==> src/rtl/crosshair_pkg.sv <==
// crosshair_pkg
//   Shared definitions for the crosshair renderer.
//   - state_t : FSM encoding of the drawer (IDLE, CENTER, ARM, DONE)
//   - dir_t   : arm direction, visited in the order top, right, bottom, left
package crosshair_pkg;

   typedef enum logic [1:0] {
      IDLE   = 2'd0,
      CENTER = 2'd1,
      ARM    = 2'd2,
      DONE   = 2'd3
   } state_t;

   typedef logic [1:0] dir_t;

   localparam dir_t DIR_TOP    = 2'd0;
   localparam dir_t DIR_RIGHT  = 2'd1;
   localparam dir_t DIR_BOTTOM = 2'd2;
   localparam dir_t DIR_LEFT   = 2'd3;

endpackage

==> src/rtl/crosshair_clip.sv <==
// crosshair_clip
//   Combinational pixel generator for one crosshair slot. Offsets the centre
//   by k pixels in direction dir and reports whether the result lies on the
//   visible screen.
//   Ports:
//     cx, cy     : centre point
//     dir        : arm direction (top/right/bottom/left)
//     k          : offset from the centre; k = 0 yields the centre pixel
//     x, y       : resulting pixel (only meaningful when on_screen = 1)
//     on_screen  : 1 when 0 <= x < SCREEN_W and 0 <= y < SCREEN_H
module crosshair_clip
   import crosshair_pkg::*;
#(
   parameter int X_W      = 8,
   parameter int Y_W      = 7,
   parameter int SCREEN_W = 160,
   parameter int SCREEN_H = 120,
   parameter int ARM_W    = 4
) (
   input  logic [X_W-1:0]   cx,
   input  logic [Y_W-1:0]   cy,
   input  dir_t             dir,
   input  logic [ARM_W-1:0] k,
   output logic [X_W-1:0]   x,
   output logic [Y_W-1:0]   y,
   output logic             on_screen
);

   localparam logic [X_W:0] SW = (X_W+1)'(SCREEN_W);
   localparam logic [Y_W:0] SH = (Y_W+1)'(SCREEN_H);

   // One extra bit turns the coordinate into a two's complement value: a
   // step left/up past 0 sets the top bit, and a step right/down past the
   // X_W-bit range also lands with the top bit set. Both cases are beyond
   // the screen, so a set top bit always means clipped.
   logic [X_W:0] cx_e, kx, xs;
   logic [Y_W:0] cy_e, ky, ys;

   assign cx_e = {1'b0, cx};
   assign cy_e = {1'b0, cy};
   assign kx   = (X_W+1)'(k);
   assign ky   = (Y_W+1)'(k);

   always_comb begin
      xs = cx_e;
      ys = cy_e;
      case (dir)
         DIR_TOP:    ys = cy_e - ky;
         DIR_RIGHT:  xs = cx_e + kx;
         DIR_BOTTOM: ys = cy_e + ky;
         default:    xs = cx_e - kx;
      endcase
   end

   assign on_screen = !xs[X_W] && (xs < SW) && !ys[Y_W] && (ys < SH);
   assign x         = xs[X_W-1:0];
   assign y         = ys[Y_W-1:0];

endmodule

==> src/rtl/crosshair_drawer.sv <==
// crosshair_drawer
//   Run-time configurable crosshair renderer. On start it latches a centre,
//   arm length, centre gap and colour, then streams the pixels (centre, then
//   top, right, bottom and left arms) to the VGA adapter write port one per
//   accepted handshake. Off-screen pixels are clipped and skipped pixels
//   take one silent cycle.
//   Ports:
//     clock, reset      : rising-edge clock, synchronous active-low reset
//     start             : draw request, sampled only while idle
//     center_x/center_y : centre point
//     arm_len, gap      : arm pixels at offsets gap+1 .. arm_len are drawn
//     colour            : pixel colour
//     show_center       : draw the centre pixel
//     vga_ready         : adapter accepts the presented write
//     busy, done        : draw in progress / one-cycle completion pulse
//     vga_x, vga_y      : registered pixel position
//     vga_colour        : latched colour
//     vga_write         : registered pixel valid
module crosshair_drawer
   import crosshair_pkg::*;
#(
   parameter int X_W      = 8,
   parameter int Y_W      = 7,
   parameter int SCREEN_W = 160,
   parameter int SCREEN_H = 120,
   parameter int ARM_W    = 4,
   parameter int COLOUR_W = 18
) (
   input  logic                clock,
   input  logic                reset,
   input  logic                start,
   input  logic [X_W-1:0]      center_x,
   input  logic [Y_W-1:0]      center_y,
   input  logic [ARM_W-1:0]    arm_len,
   input  logic [ARM_W-1:0]    gap,
   input  logic [COLOUR_W-1:0] colour,
   input  logic                show_center,
   input  logic                vga_ready,
   output logic                busy,
   output logic                done,
   output logic [X_W-1:0]      vga_x,
   output logic [Y_W-1:0]      vga_y,
   output logic [COLOUR_W-1:0] vga_colour,
   output logic                vga_write
);

   // The registered state (state, dir_q, k_q) always names the pixel that is
   // currently presented on the vga_* outputs. Each cycle the next slot is
   // worked out combinationally, clipped, and registered together with its
   // coordinates, so vga_ready only ever reaches the outputs through a flop.
   state_t           state, nxt_state;
   dir_t             dir_q, nxt_dir;
   logic [ARM_W-1:0] k_q, nxt_k;
   logic [ARM_W-1:0] len_q, gap_q;
   logic [X_W-1:0]   cx_q, src_cx;
   logic [Y_W-1:0]   cy_q, src_cy;
   logic             nxt_show;
   logic             nxt_write;
   logic             adv;
   logic             accept;

   logic [X_W-1:0]   clip_x;
   logic [Y_W-1:0]   clip_y;
   logic             clip_on;

   // A silent slot always moves on; a presented pixel waits for the adapter.
   assign adv    = !vga_write || vga_ready;
   assign accept = (state == IDLE) && start;

   // While idle the centre comes straight from the inputs so the first pixel
   // can be presented in the cycle right after start is accepted.
   assign src_cx = (state == IDLE) ? center_x : cx_q;
   assign src_cy = (state == IDLE) ? center_y : cy_q;

   always_comb begin
      nxt_state = state;
      nxt_dir   = dir_q;
      nxt_k     = k_q;
      // Staying in CENTER only happens while a visible centre pixel stalls,
      // which implies show_center was set when it was launched.
      nxt_show  = 1'b1;
      case (state)
         IDLE: begin
            if (start) begin
               nxt_state = CENTER;
               nxt_dir   = DIR_TOP;
               nxt_k     = '0;
               nxt_show  = show_center;
            end
         end
         CENTER: begin
            if (adv) begin
               if (gap_q >= len_q) begin
                  nxt_state = DONE;
               end else begin
                  nxt_state = ARM;
                  nxt_dir   = DIR_TOP;
                  nxt_k     = gap_q + ARM_W'(1);
               end
            end
         end
         ARM: begin
            if (adv) begin
               if (k_q == len_q) begin
                  if (dir_q == DIR_LEFT) begin
                     nxt_state = DONE;
                  end else begin
                     nxt_dir = dir_q + 2'd1;
                     nxt_k   = gap_q + ARM_W'(1);
                  end
               end else begin
                  nxt_k = k_q + ARM_W'(1);
               end
            end
         end
         default: nxt_state = IDLE;
      endcase
   end

   crosshair_clip #(
      .X_W      (X_W),
      .Y_W      (Y_W),
      .SCREEN_W (SCREEN_W),
      .SCREEN_H (SCREEN_H),
      .ARM_W    (ARM_W)
   ) u_clip (
      .cx        (src_cx),
      .cy        (src_cy),
      .dir       (nxt_dir),
      .k         (nxt_k),
      .x         (clip_x),
      .y         (clip_y),
      .on_screen (clip_on)
   );

   assign nxt_write = clip_on &&
                      (((nxt_state == CENTER) && nxt_show) || (nxt_state == ARM));

   always_ff @(posedge clock) begin
      if (!reset) begin
         state      <= IDLE;
         dir_q      <= DIR_TOP;
         k_q        <= '0;
         len_q      <= '0;
         gap_q      <= '0;
         cx_q       <= '0;
         cy_q       <= '0;
         busy       <= 1'b0;
         done       <= 1'b0;
         vga_x      <= '0;
         vga_y      <= '0;
         vga_colour <= '0;
         vga_write  <= 1'b0;
      end else begin
         state     <= nxt_state;
         dir_q     <= nxt_dir;
         k_q       <= nxt_k;
         vga_write <= nxt_write;
         // Clipped coordinates never reach the port; x/y just hold.
         if (nxt_write) begin
            vga_x <= clip_x;
            vga_y <= clip_y;
         end
         if (accept) begin
            cx_q       <= center_x;
            cy_q       <= center_y;
            len_q      <= arm_len;
            gap_q      <= gap;
            vga_colour <= colour;
            busy       <= 1'b1;
         end else if (state == DONE) begin
            busy <= 1'b0;
         end
         // DONE always returns to IDLE, so this is a single-cycle pulse.
         done <= (nxt_state == DONE);
      end
   end

endmodule

==> config.mk <==
export PLATFORM = sky130hd
export DESIGN_NAME = crosshair_drawer
export DESIGN_NICKNAME = d
export VERILOG_FILES = /design/src/rtl/crosshair_pkg.sv /design/src/rtl/crosshair_clip.sv /design/src/rtl/crosshair_drawer.sv
export SDC_FILE = /design/constraint.sdc
export NUM_CORES = 1
export LEC_CHECK = 0
export CORE_AREA = 2 2 104 106
export CTS_BUF_LIST = sky130_fd_sc_hd__clkbuf_8 sky130_fd_sc_hd__clkbuf_16
export CTS_CLUSTER_DIAMETER = 30
export CTS_CLUSTER_SIZE = 40
export DETAILED_ROUTE_END_ITERATION = 12
export DIE_AREA = 0 0 106 108
export GPL_TIMING_DRIVEN = 0
export PLACE_DENSITY = 0.75
export SETUP_SLACK_MARGIN = 0.2
export SYNTH_ARGS = -nofsm -noshare
export SYNTH_HDL_FRONTEND = slang
export SYNTH_SLANG_ARGS = --single-unit
==> constraint.sdc <==
create_clock -name clock -period 15.4 [get_ports clock]
set_clock_uncertainty 0.05 [all_clocks]
set_input_delay 3.08 -clock clock [delete_from_list [all_inputs] [get_ports clock]]
set_output_delay 3.08 -clock clock [all_outputs]
set_load 0.1 [all_outputs]
==> results of run 1 <==
## sequential cells by signal, summed over array words and instances (netlist names), 2 cells and up
signal,flops
vga_colour,18
gap_q,4
cx_q,8
len_q,4
vga_y,7
k_q,4
state,2
dir_q,2
cy_q,7
vga_x,8
## placed cells by master (no fill, tap or decap), drive strengths merged, types with 14 or more instances in the layout
| master | netlist | final |
|---|---|---|
| xnor2 | 14 | 14 |
| nand2 | 88 | 88 |
| mux2i | 14 | 14 |
| a21oi | 80 | 80 |
| dfxtp | 67 | 67 |
| nor2 | 42 | 42 |
| clkbuf | 18 | 27 |
| clkdlybuf4s50 | 0 | 81 |
| inv | 18 | 20 |
| ha | 23 | 23 |
## path summary, 6_finish.rpt
kind | to | cells after the start | start | slack [ps]
max | vga_write$_SDFF_PN0_ | 22 | vga_ready | 7210
min | cx_q[6]$_SDFFE_PN0P_ | 2 | cx_q[6]$_SDFFE_PN0P_ | 410
max reg2reg | vga_write$_SDFF_PN0_ | 22 | gap_q[0]$_SDFFE_PN0P_ | 9580
min reg2reg | cx_q[6]$_SDFFE_PN0P_ | 2 | cx_q[6]$_SDFFE_PN0P_ | 410
## worst reg2reg max path: stages, from the launching register on
cell and delay [ps]:
dfxtp_1 440, inv_1 70, ha_1 260, nand2b_1 150, a211o_1 360, a21boi_1 450
a21oi_1 140, o21ai_0 180, inv_1 170, ha_1 340, nor2_1 100, a21oi_1 90
fa_1 520, a211oi_1 290, o21bai_1 140, a2111oi_0 390, or3_1 230, o211a_1 160
a31oi_1 50, or3_1 310, buf_2 170, buf_6 150, nor3_1 440
## cell families (layout without fill, tap and decap cells)
family	after synthesis	in the layout	synth area share
muxes	24	24	0.0642
xor gates and xnor gates	20	20	0.0451
DFF	67	67	0.331
adders and majority gates	25	25	0.0809
and+or+nand+nor	176	176	0.196
buffers and inverters	48	145	0.0512
AOI/OAI and AO/OA	146	146	0.232
## layout make-up
cell class	count	area, um2
sequential	67	1340
fill	976	5010
clock inverter	7	61.3
tap	136	170
timing repair buffer	81	811
clock buffer	9	124
buffer	29	136
multi-input combinational	391	2500
inverter	19	71.3
## where the power goes
part,leakage (nW),total [mW],internal (mW),switching (mW)
Combinational,1.41,0.685,0.249,0.436
Clock,0.105,0.145,0.0731,0.0717
Sequential,0.549,0.219,0.202,0.0175
Total,2.06,1.05,0.524,0.525
## metal layers
layer	global-route usage	vias to the layer above	wire length [um]
met3	0.0452	16	536
met4	0.0724	0	220
met2	0.347	84	5420
met5	0	-	0
met1	0.252	1825	5140
li1	-	1968	-
## per-stage QoR
step	power (mW)	setup slack, ps	instances	area [um2]
6_report	1.05	7210	739	5220
3_3_place_gp	0.888	7070	723	5030
5_1_grt	1.13	6760	739	5220
3_5_place_dp	0.902	7040	723	5030
2_1_floorplan	0.758	8190	506	4050
4_1_cts	1.05	7370	739	5220
==> impl_metrics.json, run 1 <==
{
  "status": "complete, no violations",
  "drv_cap": 0,
  "min_path_type": "reg2reg",
  "crit_path_top_delay_cell": "a311o_1",
  "rows": 37,
  "drc": 0,
  "gr-total-overflow": 0,
  "irDropWorstVdd_v": 0.000131,
  "min_period_ps": 8190,
  "dieArea_um2": 11400,
  "critical_path_class": "in2reg",
  "antenna_found_initial": 0,
  "critPathRequiredTime_ps": 15550,
  "diodes": 0,
  "initial_core_util": 0.396,
  "synth_area_um2": 4050,
  "cp.arrival_ps": 8340,
  "postSynth.asyncResetShare": 0,
  "post_cts_buffers": 0,
  "finalSetupTns_ps": 0,
  "hpwl_mm": 8.76,
  "hold_slack_ps": 405,
  "nets": 669,
  "core_um2": 10200,
  "rsz0062_at_grt": "false",
  "synth_commonest_cells": "nand2_1 (88), a21oi_1 (80), dfxtp_1 (67), nor2_1 (40), ha_1 (23)",
  "root_buffer": "clkbuf_8",
  "cts-resized-gates": 0,
  "ys_seq_elements": 67,
  "clk_latency_ps": 360,
  "vias": 3893,
  "worstPathCellList": "clkdlybuf4s50_1 -> nor2b_1 -> buf_2 -> a21oi_1 -> o21ai_0 -> a211oi_1 -> a311o_1 -> nor3_1 -> ha_1 -> nor2_1 -> a21oi_1 -> ha_1 -> o21ai_0 -> o21bai_1 -> a2111oi_0 -> or3_1 -> o211a_1 -> a31oi_1 -> or3_1 -> buf_2 -> buf_6 -> nor3_1",
  "ys.flop_type": "dfxtp_1",
  "grt_pass1_vias": 3824,
  "ys_warn_count": 0,
  "postCtsHoldBufs": 0,
  "crit_path_start_kind": "primary input",
  "drt_iter0_markers": 213,
  "slowest_delay_ps": 450,
  "cts_tree": "done",
  "synth_top_cell_by_area": "dfxtp_1",
  "grt_max_degree": 12,
  "yosysMostFrequentCell": "nand2_1",
  "cts_sinks": 67,
  "drive_above_1_share": 0.0813,
  "syn_nets": 577,
  "clk_pin_slew_worst_paths_ps": 70,
  "end_kind": "flop",
  "cts.htree.levels": 3,
  "worst_slew_pin_slew_ps": 998,
  "setup_viol": 0,
  "gp_congestion": 0.953,
  "syn_area_per_cell_um2": 8.01,
  "synth.distinct_cells": 64,
  "cp.buffers_inverters": 4,
  "antenna_left": 0,
  "vias_per_cell": 5.27,
  "die_h_um": 108,
  "finalCritPeriodShare": 0.532,
  "final_util": 0.510,
  "yosysSeqAreaShare": 0.331,
  "wl_per_cell_um": 15.3,
  "area_growth_syn_to_layout_pct": 28.8,
  "crit_family": "compound AO/OA/AOI/OAI gates",
  "grt_pass1_wl_mm": 18.4,
  "track_usage": 0.203,
  "synth_top_area_share": 0.331,
  "max_slew_margin": 0.333,
  "die_width_um": 106,
  "p_per_area_nw_per_um2": 201,
  "leakage_nw": 2.06,
  "hold_violations": 0,
  "firstDrtPassIters": 4,
  "numPortBuffers": 81,
  "maxSlewViolCount": 0,
  "synthTopCellsByArea": "dfxtp_1 (33%), a21oi_1 (9.9%), nand2_1 (8.1%), ha_1 (7.1%), nor2_1 (3.7%)",
  "synth_cells": 506,
  "max_clock_freq_ghz": 0.122,
  "critPathMaxFanout": 10,
  "ctsLongestPathBuffers": 2,
  "finalWirelength_mm": 11.3,
  "cts_made_buffers": 9,
  "ioPinCount": 82,
  "synth_edf_count": 0
}
Power figures use the tool's default switching activity.
==> inputs of run 2 (changes only) <==
==> constraint.sdc (replaced) <==
create_clock -name clock -period 8 [get_ports clock]
set_clock_uncertainty 0.05 [all_clocks]
set_input_delay 1.6 -clock clock [delete_from_list [all_inputs] [get_ports clock]]
set_output_delay 1.6 -clock clock [all_outputs]
set_load 0.1 [all_outputs]
==> results of run 2 <==
Same layout as run 1 (identical final DEF). Status: complete, no violations.
Among the figures that moved: setup slack after placement 7040 ps -> 1120 ps; setup slack after layout 7210 ps -> 1290 ps; register-to-register setup slack 9580 ps -> 2180 ps; total power 1.05 mW -> 2.02 mW; worst IR drop on VDD 0.000131 V -> 0.000253 V
==> inputs of run 3 (changes only) <==
==> constraint.sdc (replaced) <==
create_clock -name clock -period 7 [get_ports clock]
set_clock_uncertainty 0.05 [all_clocks]
set_input_delay 1.4 -clock clock [delete_from_list [all_inputs] [get_ports clock]]
set_output_delay 1.4 -clock clock [all_outputs]
set_load 0.1 [all_outputs]
==> run 3 against run 2 <==
Count of clock-buffer cells in the layout unchanged; combinational power increased by 14%; via count decreased by 0.31%; sequential share of layout area about the same; power increased by 14%; design area increased by 0.19%; critical endpoint is now vga_x[4]$_SDFFE_PN0P_.
==> impl_metrics.json, run 3 (synthesis gave the netlist of run 1 again) <==
{
  "ioPinCount": 82,
  "initial_core_util": 0.396,
  "finalWirelength_mm": 11.3,
  "switching_power_mw": 1.15,
  "drv_cap": 0,
  "pwr-share-clk": 0.137,
  "area_growth_syn_to_layout_pct": 29.0,
  "die_width_um": 106,
  "vias": 3881,
  "hpwl_mm": 8.76,
  "largest_register_ffs": 18,
  "drt_iter0_markers": 177,
  "worst_slew_pin_slew_ps": 993,
  "finalSetupTns_ps": 0,
  "critPathRequiredTime_ps": 7160,
  "max_clock_freq_ghz": 0.158,
  "crit_path_start_kind": "primary input",
  "cts-resized-gates": 0,
  "rsz0062_at_grt": "false",
  "switching_share": 0.500,
  "finalCritPeriodShare": 0.907,
  "cts.htree.levels": 3,
  "crit_family": "simple AND/OR/NAND/NOR gates",
  "rows": 37,
  "hold_violations": 0,
  "grt_pass1_wl_mm": 18.4,
  "vias_per_cell": 5.25,
  "setup_viol": 0,
  "cp_common_cell": "nor2_1",
  "cp.arrival_ps": 6510,
  "seqPwrFrac": 0.209,
  "cts_made_buffers": 9,
  "min_path_type": "reg2reg",
  "gp_congestion": 0.953,
  "cp.buffers_inverters": 4,
  "antenna_left": 0,
  "leakage_nw": 2.06,
  "p_int_mw": 1.16,
  "core_um2": 10200,
  "die_h_um": 108,
  "p_per_area_nw_per_um2": 442,
  "ff_latch_area_um2": 1340,
  "multi_input_area_um2": 2510,
  "dp.cells": 723,
  "grt_pass1_vias": 3824,
  "cts_tree": "done",
  "final_common_cell": "nand2_1",
  "track_usage": 0.203,
  "drc": 0,
  "clk_pin_slew_worst_paths_ps": 80,
  "power.share.combinational": 0.654,
  "diodes": 0,
  "nets": 669,
  "gr-total-overflow": 0,
  "ctsLongestPathBuffers": 2,
  "drive_above_1_share": 0.0846,
  "largest_register": "vga_colour",
  "maxSlewViolCount": 0,
  "largest_registers": "vga_colour x18, cx_q x8, vga_x x8",
  "dieArea_um2": 11400,
  "post_cts_buffers": 0,
  "grt_max_degree": 12,
  "wl_per_cell_um": 15.3,
  "clk_latency_ps": 350,
  "critPathMaxFanout": 10,
  "worstPathCellList": "clkdlybuf4s50_1 -> nor2b_1 -> buf_2 -> nor2_1 -> a22o_1 -> nand3_1 -> buf_1 -> nor2_1 -> nor2_1 -> a21oi_1 -> fa_1 -> a211oi_1 -> o21bai_1 -> a2111oi_0 -> or3_1 -> o211a_1 -> a31oi_1 -> or3_1 -> buf_2 -> nor2_2 -> a211oi_1",
  "irDropWorstVdd_v": 0.000295,
  "root_buffer": "clkbuf_8",
  "final_cells": 739,
  "postCtsHoldBufs": 0,
  "antenna_found_initial": 0,
  "final_cell_mix": "nand2_1 (88), clkdlybuf4s50_1 (81), a21oi_1 (80)",
  "cts_sinks": 67,
  "min_period_ps": 6350,
  "fillers": 975,
  "firstDrtPassIters": 4,
  "end_kind": "flop",
  "critical_path_class": "in2reg",
  "crit_path_top_delay_cell": "fa_1",
  "numPortBuffers": 81,
  "p_total_mw": 2.31,
  "max_slew_margin": 0.336,
  "status": "complete, no violations",
  "slowest_delay_ps": 520
}
## run 3: path summary, 6_finish.rpt
check	end	cells past startpoint	slack, ps	from
setup / recovery	vga_x[4]$_SDFFE_PN0P_	21	650	vga_ready
setup reg to reg	vga_x[4]$_SDFFE_PN0P_	22	1290	gap_q[0]$_SDFFE_PN0P_
hold reg to reg	cx_q[6]$_SDFFE_PN0P_	2	410	cx_q[6]$_SDFFE_PN0P_
hold / removal	cx_q[6]$_SDFFE_PN0P_	2	410	cx_q[6]$_SDFFE_PN0P_
## run 3: layout make-up
type                            instances  share of cell area
Clock buffer                            9              0.0237
Tap cell                              136              0.0325
Inverter                               19              0.0136
Sequential cell                        67               0.256
Timing Repair Buffer                   81               0.155
Multi-Input combinational cell        391               0.481
Clock inverter                          7              0.0117
Buffer                                 29              0.0261
## run 3: layer usage
layer / up-vias / wire (um) / GRT usage
li1: 1968 / - / -
met1: 1810 / 5010 / 0.252
met2: 86 / 5420 / 0.347
met3: 17 / 619 / 0.0452
met4: 0 / 239 / 0.0724
met5: - / 0 / 0
## run 3: tightest hold or removal path, delay by kind of cell, from the launching register on
family	cells	cell delay [ps]
flip-flops	1	310
AND/OR/NAND/NOR	1	50
AO/OA/AOI/OAI	1	50
## run 3: power by group through the flow
stage | Clock, mW | Sequential [mW] | Combinational (mW)
after global routing | 0.334 | 0.491 | 1.66
after floorplan | 0 | 0.772 | 0.896
after global placement | 0 | 0.487 | 1.47
final | 0.317 | 0.482 | 1.51
after detailed placement | 0 | 0.490 | 1.50
after CTS | 0.320 | 0.482 | 1.50
## run 3: metrics by stage
stage          utilization  hold slack, ps  setup slack [ps]  instance area [um2]
6_report             0.511             405               652                 5230
5_1_grt              0.511             423               203                 5230
4_1_cts              0.510             407               651                 5220
3_5_place_dp         0.492             397               322                 5030
3_3_place_gp         0.492             390               347                 5030
2_1_floorplan            -             384              1470                 4050
